===== config.mk =====
export PLATFORM = sky130hd
export DESIGN_NAME = frame_sweeper
export DESIGN_NICKNAME = d
export VERILOG_FILES = /design/src/rtl/animation_pkg.sv /design/src/rtl/frame_sweeper_sweep_counter.sv /design/src/rtl/frame_sweeper.sv
export SDC_FILE = /design/constraint.sdc
export NUM_CORES = 1
export LEC_CHECK = 0
export BUFFER_PORTS_ARGS = -buffer_cell sky130_fd_sc_hd__buf_2
export CAP_MARGIN = 20
export CORE_ASPECT_RATIO = 0.8
export CORE_UTILIZATION = 30
export DETAILED_ROUTE_END_ITERATION = 16
export GPL_TIMING_DRIVEN = 0
export SLEW_MARGIN = 15
export SYNTH_ARGS = -nofsm -noshare
export SYNTH_HDL_FRONTEND = slang
export SYNTH_HIERARCHICAL = 1
export SYNTH_SLANG_ARGS = --single-unit

===== constraint.sdc =====
create_clock -name clock -period 3.63 [get_ports clock]
set_input_delay 0.1815 -clock clock [delete_from_list [all_inputs] [get_ports clock]]
set_output_delay 0.1815 -clock clock [all_outputs]
set_load 0.02 [all_outputs]

===== src/rtl/animation_pkg.sv =====
// Shared definitions for the animation datapath: screen geometry, 3-bit colours,
// and the sweeper state encoding.
package animation_pkg;

    localparam int SCREEN_W = 160;
    localparam int SCREEN_H = 120;

    localparam logic [2:0] BLACK   = 3'b000;
    localparam logic [2:0] BLUE    = 3'b001;
    localparam logic [2:0] GREEN   = 3'b010;
    localparam logic [2:0] CYAN    = 3'b011;
    localparam logic [2:0] RED     = 3'b100;
    localparam logic [2:0] MAGENTA = 3'b101;
    localparam logic [2:0] YELLOW  = 3'b110;
    localparam logic [2:0] WHITE   = 3'b111;

    typedef enum logic [1:0] {
        ST_IDLE  = 2'd0,
        ST_ERASE = 2'd1,
        ST_DRAW  = 2'd2,
        ST_DONE  = 2'd3
    } sweep_state_e;

    // Sums are kept wide so that positions past the screen edge are not aliased back on.
    function automatic logic on_screen(input logic [8:0] sum_x, input logic [7:0] sum_y);
        return (sum_x < 9'(SCREEN_W)) && (sum_y < 8'(SCREEN_H));
    endfunction

endpackage


===== src/rtl/frame_sweeper_sweep_counter.sv =====
// Nested raster counter for one sprite rectangle: cx runs fastest, cy steps on cx wrap.
// Wraps to (0,0) after the last pixel so back-to-back passes need no idle cycle.
module sweep_counter
    import animation_pkg::*;
#(
    parameter int SPR_W = 8,
    parameter int SPR_H = 8
) (
    input  logic       clock,
    input  logic       reset_n,
    input  logic       clear,
    input  logic       enable,
    output logic [3:0] cx,
    output logic [3:0] cy,
    output logic       last
);

    localparam logic [3:0] CX_LAST = 4'(SPR_W - 1);
    localparam logic [3:0] CY_LAST = 4'(SPR_H - 1);

    logic [3:0] cx_q, cx_d;
    logic [3:0] cy_q, cy_d;
    logic       cx_wrap;

    always_comb begin
        cx_d    = cx_q;
        cy_d    = cy_q;
        cx_wrap = (cx_q == CX_LAST);
        if (clear) begin
            cx_d = 4'd0;
            cy_d = 4'd0;
        end else if (enable) begin
            if (cx_wrap) begin
                cx_d = 4'd0;
                cy_d = (cy_q == CY_LAST) ? 4'd0 : cy_q + 4'd1;
            end else begin
                cx_d = cx_q + 4'd1;
            end
        end
    end

    always_ff @(posedge clock) begin
        if (!reset_n) begin
            cx_q <= 4'd0;
            cy_q <= 4'd0;
        end else begin
            cx_q <= cx_d;
            cy_q <= cy_d;
        end
    end

    assign cx   = cx_q;
    assign cy   = cy_q;
    assign last = (cx_q == CX_LAST) && (cy_q == CY_LAST);

endmodule


===== src/rtl/frame_sweeper.sv =====
// Frame-request responder: erases the sprite at its previous origin, redraws it at the
// new origin one pixel per clock into the VGA adapter port, then pulses done.
module frame_sweeper
    import animation_pkg::*;
#(
    parameter int         SPR_W     = 8,
    parameter int         SPR_H     = 8,
    parameter logic [2:0] BG_COLOUR = 3'b000
) (
    input  logic       clock,
    input  logic       reset_n,
    input  logic       start,
    input  logic [7:0] x_in,
    input  logic [6:0] y_in,
    input  logic [2:0] colour_in,
    output logic       busy,
    output logic       done,
    output logic [7:0] x,
    output logic [6:0] y,
    output logic [2:0] colour,
    output logic       plot
);

    sweep_state_e state_q, state_d;

    logic [7:0] new_x_q, new_x_d;
    logic [6:0] new_y_q, new_y_d;
    logic [2:0] new_colour_q, new_colour_d;
    logic [7:0] prev_x_q, prev_x_d;
    logic [6:0] prev_y_q, prev_y_d;
    logic       has_prev_q, has_prev_d;

    logic [7:0] x_q, x_d;
    logic [6:0] y_q, y_d;
    logic [2:0] colour_q, colour_d;
    logic       plot_q, plot_d;
    logic       busy_q, busy_d;
    logic       done_q, done_d;

    logic       cnt_clear;
    logic       cnt_enable;
    logic [3:0] cx;
    logic [3:0] cy;
    logic       cnt_last;

    logic [7:0] org_x;
    logic [6:0] org_y;
    logic [8:0] sum_x;
    logic [7:0] sum_y;

    sweep_counter #(
        .SPR_W (SPR_W),
        .SPR_H (SPR_H)
    ) u_sweep_counter (
        .clock   (clock),
        .reset_n (reset_n),
        .clear   (cnt_clear),
        .enable  (cnt_enable),
        .cx      (cx),
        .cy      (cy),
        .last    (cnt_last)
    );

    // Pixel address for the current pass; the erase pass addresses the previous origin.
    always_comb begin
        org_x = (state_q == ST_ERASE) ? prev_x_q : new_x_q;
        org_y = (state_q == ST_ERASE) ? prev_y_q : new_y_q;
        sum_x = {1'b0, org_x} + {5'd0, cx};
        sum_y = {1'b0, org_y} + {4'd0, cy};
    end

    always_comb begin
        state_d      = state_q;
        new_x_d      = new_x_q;
        new_y_d      = new_y_q;
        new_colour_d = new_colour_q;
        prev_x_d     = prev_x_q;
        prev_y_d     = prev_y_q;
        has_prev_d   = has_prev_q;
        x_d          = x_q;
        y_d          = y_q;
        colour_d     = colour_q;
        plot_d       = 1'b0;
        busy_d       = busy_q;
        done_d       = 1'b0;
        cnt_clear    = 1'b0;
        cnt_enable   = 1'b0;

        case (state_q)
            ST_IDLE: begin
                cnt_clear = 1'b1;
                if (start) begin
                    new_x_d      = x_in;
                    new_y_d      = y_in;
                    new_colour_d = colour_in;
                    busy_d       = 1'b1;
                    state_d      = has_prev_q ? ST_ERASE : ST_DRAW;
                end
            end
            ST_ERASE: begin
                cnt_enable = 1'b1;
                x_d        = sum_x[7:0];
                y_d        = sum_y[6:0];
                colour_d   = BG_COLOUR;
                plot_d     = on_screen(sum_x, sum_y);
                if (cnt_last) begin
                    state_d = ST_DRAW;
                end
            end
            ST_DRAW: begin
                cnt_enable = 1'b1;
                x_d        = sum_x[7:0];
                y_d        = sum_y[6:0];
                colour_d   = new_colour_q;
                plot_d     = on_screen(sum_x, sum_y);
                if (cnt_last) begin
                    state_d = ST_DONE;
                end
            end
            ST_DONE: begin
                done_d     = 1'b1;
                busy_d     = 1'b0;
                prev_x_d   = new_x_q;
                prev_y_d   = new_y_q;
                has_prev_d = 1'b1;
                cnt_clear  = 1'b1;
                state_d    = ST_IDLE;
            end
            default: begin
                state_d = ST_IDLE;
            end
        endcase
    end

    // Reset also drops has_prev, so a sweep aborted by reset leaves no erase pending.
    always_ff @(posedge clock) begin
        if (!reset_n) begin
            state_q      <= ST_IDLE;
            new_x_q      <= 8'd0;
            new_y_q      <= 7'd0;
            new_colour_q <= 3'd0;
            prev_x_q     <= 8'd0;
            prev_y_q     <= 7'd0;
            has_prev_q   <= 1'b0;
            x_q          <= 8'd0;
            y_q          <= 7'd0;
            colour_q     <= 3'd0;
            plot_q       <= 1'b0;
            busy_q       <= 1'b0;
            done_q       <= 1'b0;
        end else begin
            state_q      <= state_d;
            new_x_q      <= new_x_d;
            new_y_q      <= new_y_d;
            new_colour_q <= new_colour_d;
            prev_x_q     <= prev_x_d;
            prev_y_q     <= prev_y_d;
            has_prev_q   <= has_prev_d;
            x_q          <= x_d;
            y_q          <= y_d;
            colour_q     <= colour_d;
            plot_q       <= plot_d;
            busy_q       <= busy_d;
            done_q       <= done_d;
        end
    end

    assign x      = x_q;
    assign y      = y_q;
    assign colour = colour_q;
    assign plot   = plot_q;
    assign busy   = busy_q;
    assign done   = done_q;

endmodule


==> results of run 1 <==
-- cell usage in the layout, fill, tap and decap left out, types with 6 or more instances in the layout --
master,n
buf_2,47
nor2_1,41
clkbuf_1,11
ha_1,14
nand3_1,10
inv_1,8
mux2_2,9
a21oi_1,34
a211oi_1,9
a31oi_1,6
nand2_1,56
clkbuf_16,9
o21ai_0,8
xnor2_1,6
dfxtp_1,65
mux2i_1,24
-- per-stage QoR --
step / std cells / util, % / hold slack [ns]
after floorplan: 357 / - / 0.317
after global placement: 534 / 35.4 / 0.425
final: 549 / 38.2 / 0.0871
after CTS: 549 / 38.2 / 0.0757
after global routing: 549 / 38.2 / 0.0954
after detailed placement: 534 / 35.4 / 0.427
-- power by group --
| group | internal [uW] | switching [uW] |
|---|---|---|
| registers | 822 | 78.3 |
| clock network | 524 | 298 |
| logic | 347 | 578 |
| total | 1690 | 955 |
-- cell type report --
class,count,area share (%)
flip-flops and latches,65,34.4
repair buffers,41,5.43
inverters,9,0.894
multi-input cells,264,44.9
clock inverters,4,1.19
well taps,136,4.50
plain buffers,19,2.48
clock buffers,11,6.16
-- worst min-delay path by stage --
stage / to / slack [ns] / depth (start not counted)
after CTS: new_colour_q[1] / 0.08 / 3
after floorplan: new_colour_q[0] / 0.32 / 2
after global routing: new_x_q[1] / 0.1 / 3
after detailed placement: new_colour_q[1] / 0.43 / 3
after global placement: new_colour_q[2] / 0.43 / 3
final: new_colour_q[1] / 0.09 / 3
-- cell families (layout without fill, tap and decap cells) --
group                    Yosys count  after routing  share of synthesized area (%)
multiplexers                      36             36                           12.2
AND/OR/NAND/NOR                  130            130                           18.4
buffers and inverters             28             84                           4.08
AO/OA/AOI/OAI                     73             73                           14.2
XOR/XNOR                           9              9                           2.52
flip-flops                        65             65                           41.6
adder cells (fa/ha/maj)           16             16                           6.88
-- registers in the layout (all words and copies together) (netlist names) --
signal              flops
has_prev_q              1
colour                  3
prev_x_q                8
busy                    1
u_sweep_counter/cy      4
new_colour_q            3
plot                    1
x                       8
prev_y_q                7
state_q                 2
done                    1
u_sweep_counter/cx      4
y                       7
new_x_q                 8
new_y_q                 7
-- metal layers --
metal  GRT usage [%]  vias up  part of all wire, %
met3            4.41       12                  4.9
met4            6.62        0                  1.7
li1                -     1340                    -
met1            20.9     1196                   51
met5               0        -                    0
met2            21.9       59                   42
-- critical path: stages, from the launching register on --
cell and delay (ns):
dfxtp_1 0.38, inv_1 0.08, ha_1 0.17, buf_4 0.16, buf_4 0.18, buf_4 0.20
mux2_2 0.25, ha_1 0.21, inv_1 0.07, fa_1 0.39, nand2b_1 0.21, a21o_1 0.21
nand4_1 0.10, o2111ai_1 0.13, a211oi_1 0.34
==> qor.csv, run 1 <==
metric,value,unit
htreeDepth,3,
async_reset_ff_share,0,%
ys_warn_count,6,
cts_hold_buf,0,
port_buffers,41,
grt_pass1_wl,12200,um
power,2650,uW
multiInputGateArea,0.00170,mm^2
grt_pass1_vias,2464,
vias,2607,
tightest_slew,0.602,ns
n_antenna_cell,0,
cts_tree,built,
ir_drop,0.243,mV
synth_common_cells,"dfxtp_1, nand2_1, nor2_1",
syn_inst,357,
drt-total-wl,7540,um
ctsLongestPathBuffers,2,
worst_setup_hold_path_clk_slew,0.05,ns
yosysTopAreaCell,dfxtp_1,
cts_root_buffer,clkbuf_16,
start_kind,flop,
finalHoldViolCount,0,
hp-class,primary input to flop,
gp_congestion,0.838,
min_period,3.20,ns
ant_nets,0,
grt_max_degree,11,
overflow,0,
reg2reg_to,plot,
worstPathMaxFanout,10,
rsz0062_at_grt,no,
avgSynthCellArea,8.76,um^2
cp_data_required_time,3.84,ns
fin_nets,446,
place_ws,0.464,ns
ios,42,
placed_area,0.00350,mm^2
post_cts_resize_count,0,
synth_edf_count,0,
layout_setup_ws,0.426,ns
num-fill-cells,1025,
setup_violations,0,
rrSetupSlack,0.43,ns
end_kind,flop,
dp_hpwl,5660,um
ys_ff_latch,65,
rows,32,
post_drt_wl_per_cell,13.7,um
yosys.cell_count.top_type,dfxtp_1,
synth_flop_cell,dfxtp_1,
route.detailed.drc,0,
fmax,312,MHz
crit_start,state_q[1],
cts_setup_buffers,0,
slew_headroom,59.5,%
area_growth,20.9,%
antenna_found_initial,0,
cts_buffers,9,
core,0.00989,mm^2
yosys.area.top_type_share,41.6,%
endpoint,plot,
detail_route.first_pass.iterations,4,
critPathKind,flop to flop,
power.leakage,0.00151,uW
dieArea,0.0108,mm^2
arrival,3.42,ns
slew_violations,0,
die_h,93.3,um
tns,0,ns
ys_top_cells_by_area,"dfxtp_1, mux2i_1, nand2_1",
grt_util_all_layers,15.2,%
synth_cell_types,44,
ff_latch_area,0.00130,mm^2
syn_nets,394,
viasPerCell,4.75,
clock_latency,0.33,ns
numClockSinks,65,
powerDensity,700,mW/mm^2
start_util,31.6,%
fp.dieW,116,um
first_iter_violations,124,
timing.final.crit_share,88.3,%
finClkSkew,0.00744,ns
r2r_cells,14,
worstHoldStart,colour_in[1],
netlist_area,0.00313,mm^2
outcome,"finished, final reports clean",
ys_seq_area_share,41.6,%
fin_area,0.00378,mm^2
drive_above_1_share,19.4,%
drv_cap,0,
r2r_start,state_q[1],
Note: power is estimated with default switching activity, not from simulation.
==> run 2: changes to the inputs <==
--- a/config.mk
+++ b/config.mk
@@ -14,5 +14,4 @@
 export SLEW_MARGIN = 15
 export SYNTH_ARGS = -nofsm -noshare
 export SYNTH_HDL_FRONTEND = slang
-export SYNTH_HIERARCHICAL = 1
 export SYNTH_SLANG_ARGS = --single-unit
==> run 2 against run 1 <==
Against the previous run: register-to-register slack improved by 0.03 ns; via count decreased by 3.6%; clock-buffer cell count increased by 2; die area increased by 0.32%; non-clock buffer count increased by 1; synthesized area increased by 0.32%; combinational power decreased by 2%; wire length decreased by 2.4%; sequential share of layout area decreased by 0.20 points; cell area increased by 0.60%; final cell count decreased by 2.2%; critical path type unchanged; largest cell class unchanged.
==> qor.csv, run 2 <==
metric,value,unit,change
reg2reg_to,plot,,unchanged
clock_latency,0.33,ns,about the same
antenna_found_initial,0,,unchanged
fmax,315,MHz,was 312 MHz
grt_max_degree,11,,unchanged
ant_nets,0,,unchanged
worstPathMaxFanout,10,,unchanged
async_reset_ff_share,0,%,unchanged
powerDensity,692,mW/mm^2,was 700 mW/mm^2
holdPathStages,3,,unchanged
cts_setup_buffers,0,,unchanged
start_kind,flop,,unchanged
yosysTopAreaCell,dfxtp_1,,unchanged
fp.dieW,116,um,about the same
worst_setup_hold_path_clk_slew,0.05,ns,about the same
vias,2512,,was 2607
use_met3,5.38,%,was 4.41%
hp-class,primary input to flop,,unchanged
avgSynthCellArea,9.12,um^2,was 8.76 um^2
ys_ff_latch,65,,unchanged
grt_util_all_layers,14.5,%,was 15.2%
end_kind,flop,,unchanged
detail_route.first_pass.iterations,5,,was 4
arrival,3.38,ns,was 3.42 ns
ys_seq_area_share,41.5,%,was 41.6%
ctsLongestPathBuffers,2,,unchanged
tightest_slew,0.575,ns,was 0.602 ns
dp_hpwl,5380,um,was 5660 um
drt-total-wl,7360,um,was 7540 um
fin_area,0.00380,mm^2,was 0.00378 mm^2
placed_area,0.00351,mm^2,was 0.00350 mm^2
ys_warn_count,0,,was 6
ir_drop,0.214,mV,was 0.243 mV
dp_cells,521,,was 534
yosys.area.top_type_share,41.5,%,was 41.6%
die_h,93.5,um,was 93.3 um
drv_cap,0,,unchanged
rows,32,,unchanged
core,0.00989,mm^2,unchanged
cts_buffers,9,,unchanged
num-fill-cells,1040,,was 1025
synth_flop_cell,dfxtp_1,,unchanged
r2r_cells,13,,was 14
cts_hold_buf,0,,unchanged
post_drt_wl_per_cell,13.7,um,about the same
numClockSinks,65,,unchanged
finalNonFillerCells,537,,was 549
busiest_layer,met2,,unchanged
min_period,3.17,ns,was 3.20 ns
overflow,0,,unchanged
cp_data_required_time,3.83,ns,was 3.84 ns
synth-adder-area-share,6.86,%,was 6.88%
grt_pass1_vias,2302,,was 2464
grt_pass1_wl,11600,um,was 12200 um
cts_tree,built,,unchanged
synth_edf_count,0,,unchanged
timing.final.crit_share,87.4,%,was 88.3%
htreeDepth,3,,unchanged
final_cell_mix,"dfxtp_1, buf_2, nand2_1",,"was dfxtp_1, nand2_1, buf_2"
synth_cell_types,44,,unchanged
netlist_area,0.00314,mm^2,was 0.00313 mm^2
route.detailed.drc,0,,unchanged
synth-simple-area-share,18.2,%,was 18.4%
cts_root_buffer,clkbuf_16,,unchanged
viasPerCell,4.68,,was 4.75
synthXorXnorAreaFrac,3.35,%,was 2.52%
min_to,new_y_q[3],,was new_colour_q[1]
grt_util_met2,21.9,%,about the same
grt_use_met1,19.0,%,was 20.9%
ios,42,,unchanged
port_buffers,41,,unchanged
syn_inst,344,,was 357
yosys.cell_count.top_type,dfxtp_1,,unchanged
area_growth,21.2,%,was 20.9%
final_common_cell,dfxtp_1,,unchanged
finClkSkew,0.00801,ns,was 0.00744 ns
dieArea,0.0109,mm^2,was 0.0108 mm^2
drive_above_1_share,20.4,%,was 19.4%
finalHoldViolCount,0,,unchanged
first_iter_violations,147,,was 124
gp_congestion,0.775,,was 0.838
slew_violations,0,,unchanged
setup_violations,0,,unchanged
synth_top_family_by_area,simple AND/OR/NAND/NOR gates,,unchanged
synth-compound-area-share,12.3,%,was 14.2%
critPathKind,flop to flop,,unchanged
r2r_start,state_q[1],,unchanged
synth_common_cells,"dfxtp_1, nand2_1, nor2_1",,unchanged
slew_headroom,61.6,%,was 59.5%
rsz0062_at_grt,no,,unchanged
n_antenna_cell,0,,unchanged
worstHoldStart,y_in[3],,was colour_in[1]
outcome,"finished, final reports clean",,unchanged
post_cts_resize_count,0,,unchanged
power.leakage,0.00159,uW,was 0.00151 uW
syn_nets,381,,was 394
start_util,31.7,%,was 31.6%
rrSetupSlack,0.46,ns,was 0.43 ns
synth_mux_area_share,13.6,%,was 12.2%
ys_top_cells_by_area,"dfxtp_1, mux2i_1, nand2_1",,unchanged
fin_nets,433,,was 446
tns,0,ns,unchanged
[run 2: power by group]
part,switching [uW],total [uW],internal (uW)
clock,297,845,548
combinational,543,907,364
sequential,67.3,880,813
[run 2: area by class of cell]
cell class / count / area [um^2] / share of cell area, %
multi-input combinational: 254 / 1710 / 44.9
sequential: 65 / 1300 / 34.2
timing repair buffer: 41 / 205 / 5.40
buffer: 20 / 110 / 2.90
tap: 136 / 170 / 4.48
inverter: 5 / 18.8 / 0.494
clock buffer: 13 / 250 / 6.58
clock inverter: 3 / 40.0 / 1.05
[run 2: cells by family after synthesis]
logic type               Yosys count
buffers and inverters             25
AO/OA/AOI/OAI                     63
XOR/XNOR                          12
flip-flops                        65
multiplexers                      40
adder cells (fa/ha/maj)           16
AND/OR/NAND/NOR                  123
[run 2: worst max path at each step]
stage / start / slack (ns) / to
final: state_q[1] / 0.46 / plot
after global routing: state_q[1] / 0.39 / y[6]
after CTS: state_q[1] / 0.52 / plot
after detailed placement: state_q[1] / 0.60 / plot
after global placement: state_q[1] / 0.62 / plot
after floorplan: state_q[1] / 0.96 / y[6]
[run 2: per-stage QoR]
| stage | util, % | hold slack, ns | total power (uW) | setup slack (ns) |
|---|---|---|---|---|
| floorplan | - | 0.309 | 1550 | 0.961 |
| global placement | 35.5 | 0.430 | 1790 | 0.616 |
| detailed placement | 35.5 | 0.434 | 1810 | 0.601 |
| CTS | 38.4 | 0.0829 | 2660 | 0.522 |
| global route | 38.4 | 0.0903 | 2790 | 0.390 |
| finish | 38.4 | 0.0895 | 2630 | 0.459 |
[run 2: routing by layer]
layer  share of wire, %  vias to the layer above
met5                  0                        -
met4                1.6                        0
met3                6.0                       14
met2                 44                       54
met1                 48                     1150
li1                   -                     1294
[run 2: worst max-delay path: stages, from the launching register on]
cell	delay [ns]
dfxtp_1	0.34
inv_1	0.09
ha_1	0.16
buf_6	0.13
buf_12	0.14
buf_2	0.29
mux2_2	0.37
ha_1	0.24
fa_1	0.45
a21oi_1	0.24
and3_4	0.22
a21oi_2	0.03
a31oi_1	0.24
nor3_1	0.08
